===== src/rtl/delay_tap_calibrator.sv =====
// Delay-chain tap calibrator: sweeps taps upward until every trial's return latency meets TARGET, then locks.
// Optional macro DELAY_CAL_CHAIN_RST_EN adds a chain_rst output that flushes the chain between trials.
module delay_tap_calibrator #(
    parameter int TAPS    = 16,
    parameter int TAP_W   = 4,
    parameter int CNT_W   = 8,
    parameter int TARGET  = 6,
    parameter int SAMPLES = 4,
    parameter int TIMEOUT = 200
) (
    input  logic             clk,
    input  logic             rst,
    input  logic             start,
    output logic [TAP_W-1:0] tap_sel,
    output logic             launch,
    input  logic             arrive,
    output logic             busy,
    output logic             done,
    output logic             fail,
    output logic [CNT_W-1:0] lat_out
`ifdef DELAY_CAL_CHAIN_RST_EN
    ,
    output logic             chain_rst
`endif
);

    localparam int                 TRIAL_W     = $clog2(SAMPLES + 1);
    localparam logic [CNT_W-1:0]   CNT_MAX     = '1;
    localparam logic [CNT_W-1:0]   CNT_TIMEOUT = CNT_W'(TIMEOUT);
    localparam logic [CNT_W-1:0]   CNT_TARGET  = CNT_W'(TARGET);
    localparam logic [TAP_W-1:0]   TAP_LAST    = TAP_W'(TAPS - 1);
    localparam logic [TRIAL_W-1:0] TRIAL_END   = TRIAL_W'(SAMPLES);

    typedef enum logic [2:0] {IDLE, LAUNCH, WAIT, SETTLE, JUDGE, FIN} state_t;

    state_t               state_q, state_d;
    logic [TAP_W-1:0]     tap_q, tap_d;
    logic                 launch_q, launch_d;
    logic                 busy_q, busy_d;
    logic                 done_q, done_d;
    logic                 fail_q, fail_d;
    logic [CNT_W-1:0]     lat_q, lat_d;
    logic [CNT_W-1:0]     cnt_q, cnt_d;
    logic [CNT_W-1:0]     min_lat_q, min_lat_d;
    logic [TRIAL_W-1:0]   trial_q, trial_d, trial_inc;
    logic                 sync1_q, sync1_d;
    logic                 arrive_s_q, arrive_s_d;
`ifdef DELAY_CAL_CHAIN_RST_EN
    logic                 chain_rst_q, chain_rst_d;
`endif

    assign trial_inc = trial_q + 1'b1;

    always_comb begin
        state_d    = state_q;
        tap_d      = tap_q;
        fail_d     = fail_q;
        lat_d      = lat_q;
        cnt_d      = cnt_q;
        min_lat_d  = min_lat_q;
        trial_d    = trial_q;
        sync1_d    = arrive;
        arrive_s_d = sync1_q;

        case (state_q)
            IDLE: begin
                if (start) begin
                    tap_d     = '0;
                    trial_d   = '0;
                    fail_d    = 1'b0;
                    min_lat_d = CNT_MAX;
                    state_d   = LAUNCH;
                end
            end
            LAUNCH: begin
                cnt_d   = '0;
                state_d = WAIT;
            end
            WAIT: begin
                // An arrival on the same cycle as the timeout still counts as a valid sample.
                if (arrive_s_q) begin
                    if (cnt_q < min_lat_q) begin
                        min_lat_d = cnt_q;
                    end
                    cnt_d   = '0;
                    state_d = SETTLE;
                end else if (cnt_q == CNT_TIMEOUT) begin
                    fail_d  = 1'b1;
                    state_d = FIN;
                end else if (cnt_q != CNT_MAX) begin
                    cnt_d = cnt_q + 1'b1;
                end
            end
            SETTLE: begin
`ifdef DELAY_CAL_CHAIN_RST_EN
                // Two cycles of chain reset followed by two cycles for the synchroniser to drain.
                if (cnt_q == CNT_W'(3)) begin
                    trial_d = trial_inc;
                    state_d = (trial_inc < TRIAL_END) ? LAUNCH : JUDGE;
                end else begin
                    cnt_d = cnt_q + 1'b1;
                end
`else
                if (!arrive_s_q) begin
                    trial_d = trial_inc;
                    state_d = (trial_inc < TRIAL_END) ? LAUNCH : JUDGE;
                end else if (cnt_q == CNT_TIMEOUT) begin
                    fail_d  = 1'b1;
                    state_d = FIN;
                end else begin
                    cnt_d = cnt_q + 1'b1;
                end
`endif
            end
            JUDGE: begin
                if (min_lat_q >= CNT_TARGET) begin
                    lat_d   = min_lat_q;
                    state_d = FIN;
                end else if (tap_q == TAP_LAST) begin
                    lat_d   = min_lat_q;
                    fail_d  = 1'b1;
                    state_d = FIN;
                end else begin
                    tap_d     = tap_q + 1'b1;
                    trial_d   = '0;
                    min_lat_d = CNT_MAX;
                    state_d   = LAUNCH;
                end
            end
            FIN: begin
                state_d = IDLE;
            end
            default: begin
                state_d = IDLE;
            end
        endcase

        launch_d = (state_d == WAIT);
        busy_d   = (state_d != IDLE);
        done_d   = (state_d == FIN);
`ifdef DELAY_CAL_CHAIN_RST_EN
        chain_rst_d = (state_d == IDLE) || ((state_d == SETTLE) && (cnt_d < CNT_W'(2)));
`endif
    end

    always_ff @(posedge clk) begin
        if (rst) begin
            state_q    <= IDLE;
            tap_q      <= '0;
            launch_q   <= 1'b0;
            busy_q     <= 1'b0;
            done_q     <= 1'b0;
            fail_q     <= 1'b0;
            lat_q      <= '0;
            cnt_q      <= '0;
            min_lat_q  <= CNT_MAX;
            trial_q    <= '0;
            sync1_q    <= 1'b0;
            arrive_s_q <= 1'b0;
`ifdef DELAY_CAL_CHAIN_RST_EN
            chain_rst_q <= 1'b1;
`endif
        end else begin
            state_q    <= state_d;
            tap_q      <= tap_d;
            launch_q   <= launch_d;
            busy_q     <= busy_d;
            done_q     <= done_d;
            fail_q     <= fail_d;
            lat_q      <= lat_d;
            cnt_q      <= cnt_d;
            min_lat_q  <= min_lat_d;
            trial_q    <= trial_d;
            sync1_q    <= sync1_d;
            arrive_s_q <= arrive_s_d;
`ifdef DELAY_CAL_CHAIN_RST_EN
            chain_rst_q <= chain_rst_d;
`endif
        end
    end

    assign tap_sel = tap_q;
    assign launch  = launch_q;
    assign busy    = busy_q;
    assign done    = done_q;
    assign fail    = fail_q;
    assign lat_out = lat_q;
`ifdef DELAY_CAL_CHAIN_RST_EN
    assign chain_rst = chain_rst_q;
`endif

endmodule

===== config.mk =====
export PLATFORM = sky130hd
export DESIGN_NAME = delay_tap_calibrator
export DESIGN_NICKNAME = d
export VERILOG_FILES = /design/src/rtl/delay_tap_calibrator.sv
export SDC_FILE = /design/constraint.sdc
export NUM_CORES = 1
export LEC_CHECK = 0
export BUFFER_PORTS_ARGS = -buffer_cell sky130_fd_sc_hd__buf_4
export CAP_MARGIN = 15
export CELL_PAD_IN_SITES_DETAIL_PLACEMENT = 1
export CELL_PAD_IN_SITES_GLOBAL_PLACEMENT = 2
export CORE_MARGIN = 3
export CORE_UTILIZATION = 32
export CTS_BUF_LIST = sky130_fd_sc_hd__clkbuf_16
export CTS_CLUSTER_DIAMETER = 60
export DETAILED_ROUTE_END_ITERATION = 12
export GPL_TIMING_DRIVEN = 0
export PLACE_DENSITY_LB_ADDON = 0.1
export SLEW_MARGIN = 20
export SYNTH_ARGS = -nofsm -noshare
export SYNTH_HDL_FRONTEND = slang
export SYNTH_SLANG_ARGS = --single-unit
export TNS_END_PERCENT = 5

===== constraint.sdc =====
create_clock -name clk -period 1.8 [get_ports clk]
set_clock_uncertainty 0.05 [all_clocks]
set_input_delay 0.18 -clock clk [delete_from_list [all_inputs] [get_ports clk]]
set_output_delay 0.18 -clock clk [all_outputs]
set_load 0.1 [all_outputs]

==> summary by stage <==
Logic synthesis
Yosys mapped a number of flops with a built-in enable equal to 0. By area the synthesized netlist is led by sky130_fd_sc_hd__dfxtp_1, sky130_fd_sc_hd__ha_1, sky130_fd_sc_hd__a21oi_1. The cell area that synthesis handed to floorplanning was 0.00212 sq mm. Summed over all instances, the cell type with the most area after synthesis is sky130_fd_sc_hd__dfxtp_1. The flip-flop and latch count after synthesis is 40. During synthesis, Yosys emitted a total of 0 warnings. Counting flops with an async set or reset pin after synthesis yields a share of 0%. Synthesis instantiated 47 different standard cells from the library. The post-synthesis sequential area ratio is a little under two fifths.

The average size of a mapped cell is between 8 and 9 sq um. After technology mapping, the gate count stands at ~250. The top cell type by area accounts for 37.8% of the synthesized area. The post-synth net total is between 200 and 300. In the synthesized netlist the dominant register cell turns out to be sky130_fd_sc_hd__dfxtp_1.

Layout
The sequential cells in the finished layout cover a total of approximately 850 sq um. The final antenna diode count is 0. The share of the core filled with cells is between 40% and 50%.

The count of nets after finishing is approximately 310. Fill cells in the final layout number roughly 740. The cell area after layout is 0.00301 sq mm. In the final layout, the share of cells above drive strength 1 is 43.2%. In the final layout, the multi-input gates occupy about 0.0015 sq mm. Compared with the post-synthesis result, the final layout area differs by 42.0%.

STA
Setup repair after global routing could not meet its margin everywhere. The final max-slew violation count is 0. The worst-margin pin slew is between 0.6 and 0.7 ns. On the final layout, the worst hold slack is 0.0637 ns.

Setup violations remaining at the end of the flow were counted as 15. The worst-case headroom to the max-slew limit is ~54%. The setup slack after layout is -0.100 ns.

The fraction of the cycle the final worst path needs is 106%. The worst path in the final design needs a cycle of approximately 1.9 ns, including I/O delays and setup. For this run, the top clock speed supported by timing is ~530 MHz. The number of hold violations in the final report was 0.

Min path
The class of the tightest hold or removal check is in -> reg. The beginning of the worst hold path is arrive.

Pwr
The worst-case IR drop observed on VDD is about 720 uV. The power per cell area is ~730 mW/mm^2. For this design the static power due to leakage is 1.22 nW.

Worst setup path
The launching element of the worst setup path is cnt_q[0]$_SDFFE_PP0P_. The worst register-to-register path begins at cnt_q[0]$_SDFFE_PP0P_. Data arrives at the worst endpoint at roughly 2 ns. Walking the worst path, the cells encountered are inv_4 -> ha_4 -> and4_4 -> nand4_1 -> a32oi_4 -> buf_6 -> mux2_4 -> nor2_2. For the worst setup path, the data required time is 1.96 ns.

The top fanout value on the critical path is 4. The biggest cell delay along the critical path is between 0.3 and 0.4 ns. The critical path startpoint category is a flip-flop. The capturing element type of the critical path is a flip-flop.

The kind of cell with the highest combined delay along the critical path is simple AND/OR/NAND/NOR gates. Counting both buffers and inverters, the worst setup path holds a total of 2. The worst setup path is of the reg -> reg kind. The cell at the slowest stage of the critical path is sky130_fd_sc_hd__dfxtp_4.

Global route
The remaining global-route overflow is 0. The via count of the first global-routing pass is 2055. The global-route wire length before repair is roughly 11 mm. Global routing used a little under a fifth of the available tracks across all layers. Entering global routing, the biggest net connects 12 pins. The initial antenna violation count is 0.

CTS
In this run the number of H-tree levels came out at 2. Buffers inserted during clock tree synthesis total 5. The number of hold buffers added after CTS is 0. The TritonCTS clock tree is done. The root buffer cell is sky130_fd_sc_hd__clkbuf_16. For the worst-skew pair, the clock arrives at the later sink with an insertion delay of 0.28 ns. The clock passes through at most 2 buffers.

The tree built by TritonCTS fans out to 40 sinks. The clock transition at the registers of the reported paths is ~0.06 ns.

Die
The floorplan step defined a die boundary enclosing around 0.0076 sq mm. The die boundary height is between 80 and 90 um. The area inside the core boundary is 0.00639 sq mm. The die is a little under 90 um wide. The floorplan has 29 rows. Pin placement for this block handled 20 I/O pins. The initial utilization of the core area, before any placement, comes to roughly a third.

Outcome
The final reports fail on negative setup slack. The flow ran to the end, but the final reports show violations.

Run
The max capacitance violation total is 0.

Route
The final routed wire length divided by cell count is approximately 18 um. The vias after detailed routing is slightly above 2000. In the routed design, unresolved DRC markers number 0. The detailed-route wire length is around 6.6 mm.

The number of vias per cell after detailed routing is around 5.5. In this run the remaining antenna-violating nets after routing total 0. The first detailed-routing pass took 4 iterations. The initial detailed-routing violation count is between 60 and 70.

Place
Routability-driven placement finished with a final weighted congestion of around 0.81. The number of port buffers is 19. The area of placed instances is ~0.0024 sq mm. Prior to clock tree synthesis, the placed netlist has a worst setup slack of -0.533 ns. Once detailed placement completed, the half-perimeter wirelength came to 4.60 mm.
==> metrics by stage <==
step,std cells,TNS [ns],power [mW]
2_1_floorplan,248,-0.119,1.18
3_3_place_gp,344,-10.99,1.27
3_5_place_dp,344,-11.27,1.27
4_1_cts,368,-0.390,2.20
5_1_grt,371,-2.96,2.31
6_report,371,-0.819,2.20
==> sequential cells by signal, indices dropped and copies added (netlist names) <==
name        flops
arrive_s_q      1
trial_q         3
min_lat_q       8
state_q         3
done            1
arrive_s_d      1
tap_sel         4
cnt_q           8
lat_out         8
launch          1
busy            1
fail            1
==> cells by family after synthesis <==
family | share of synthesized area, %
flip-flops | 37.8
XOR/XNOR | 2.06
buffers and inverters | 6.08
AO/OA/AOI/OAI | 19.9
multiplexers | 4.60
adder cells (fa/ha/maj) | 6.49
AND/OR/NAND/NOR | 23.1
==> synth_stat cells, drive strengths merged, types with 2 or more instances <==
master / n
nor2: 22
nand2: 11
or3: 5
nand3: 9
nor2b: 4
buf: 6
and3: 2
and4: 3
a21boi: 2
a211oi: 7
mux2i: 6
a31oi: 2
nor3: 13
mux2: 3
clkbuf: 8
a21oi: 16
ha: 11
o31ai: 2
nand4: 4
a311oi: 7
xnor2: 5
dfxtp: 40
nand2b: 6
or4: 3
o21ai: 12
inv: 14
a32oi: 3
nor4: 8
a21o: 2
==> cell type report <==
| type | instances | area share, % |
|---|---|---|
| Tap cell | 77 | 3.20 |
| Clock buffer | 5 | 4.15 |
| Buffer | 12 | 2.91 |
| Timing Repair Buffer | 40 | 10.6 |
| Clock inverter | 3 | 0.374 |
| Multi-Input combinational cell | 179 | 48.6 |
| Sequential cell | 40 | 28.3 |
| Inverter | 15 | 1.95 |
==> power breakdown <==
group | internal, mW | switching, mW
combinational | 0.166 | 0.272
clock | 0.499 | 0.340
sequential | 0.899 | 0.0235
total | 1.56 | 0.635
==> metal layers <==
layer	part of all wire, %	wire [um]	GRT usage (%)
met3	2.5	164	3.69
met4	1.4	89	4.74
met5	0	0	0
met2	48	3180	28.8
met1	48	3150	24.8
==> worst reg2reg max path, stage by stage (launching register included) <==
cell                      delay [ns]
sky130_fd_sc_hd__dfxtp_4        0.36
sky130_fd_sc_hd__inv_4          0.07
sky130_fd_sc_hd__ha_4           0.11
sky130_fd_sc_hd__and4_4         0.25
sky130_fd_sc_hd__nand4_1        0.14
sky130_fd_sc_hd__a32oi_4        0.29
sky130_fd_sc_hd__buf_6          0.15
sky130_fd_sc_hd__mux2_4         0.30
sky130_fd_sc_hd__nor2_2         0.10
==> layout by cell type (no fill, tap or decap), types with 4 or more instances in the layout <==
cell type | synthesis | layout
sky130_fd_sc_hd__nand2b_1 | 6 | 5
sky130_fd_sc_hd__inv_1 | 14 | 13
sky130_fd_sc_hd__a21oi_2 | 0 | 4
sky130_fd_sc_hd__clkbuf_2 | 0 | 4
sky130_fd_sc_hd__nor3_2 | 0 | 7
sky130_fd_sc_hd__a211oi_1 | 7 | 4
sky130_fd_sc_hd__buf_6 | 2 | 6
sky130_fd_sc_hd__nand2_1 | 11 | 8
sky130_fd_sc_hd__nor4_1 | 8 | 5
sky130_fd_sc_hd__nor3_1 | 13 | 5
sky130_fd_sc_hd__nor2_2 | 1 | 4
sky130_fd_sc_hd__dfxtp_2 | 0 | 8
sky130_fd_sc_hd__mux2i_1 | 6 | 6
sky130_fd_sc_hd__dfxtp_1 | 40 | 21
sky130_fd_sc_hd__clkbuf_16 | 0 | 5
sky130_fd_sc_hd__ha_1 | 11 | 8
sky130_fd_sc_hd__xnor2_1 | 5 | 5
sky130_fd_sc_hd__nor2_1 | 21 | 18
sky130_fd_sc_hd__nand3_1 | 9 | 9
sky130_fd_sc_hd__or3_1 | 5 | 4
sky130_fd_sc_hd__dfxtp_4 | 0 | 11
sky130_fd_sc_hd__buf_4 | 0 | 38
sky130_fd_sc_hd__nand4_1 | 4 | 4
sky130_fd_sc_hd__nor2b_1 | 4 | 4
sky130_fd_sc_hd__a311oi_1 | 7 | 4
sky130_fd_sc_hd__o21ai_0 | 10 | 8
sky130_fd_sc_hd__a21oi_1 | 16 | 12
==> path summary, 6_finish.rpt <==
check,endpoint,slack (ns),cells after the start
min reg2reg,arrive_s_q$_SDFF_PP0_,0.39,1
max reg2reg,cnt_q[1]$_SDFFE_PP0P_,-0.10,8
min,arrive_s_d$_SDFF_PP0_,0.06,2
max,cnt_q[1]$_SDFFE_PP0P_,-0.10,8
==> timing repair <==
item                       in CTS  in global routing
setup endpoints to repair      38                 30
gates cloned                    1                  0
setup buffers                  17                  3
gates resized for setup        70                 20
pin swaps                      17                  6
Note: power is estimated with default switching activity, not from simulation.
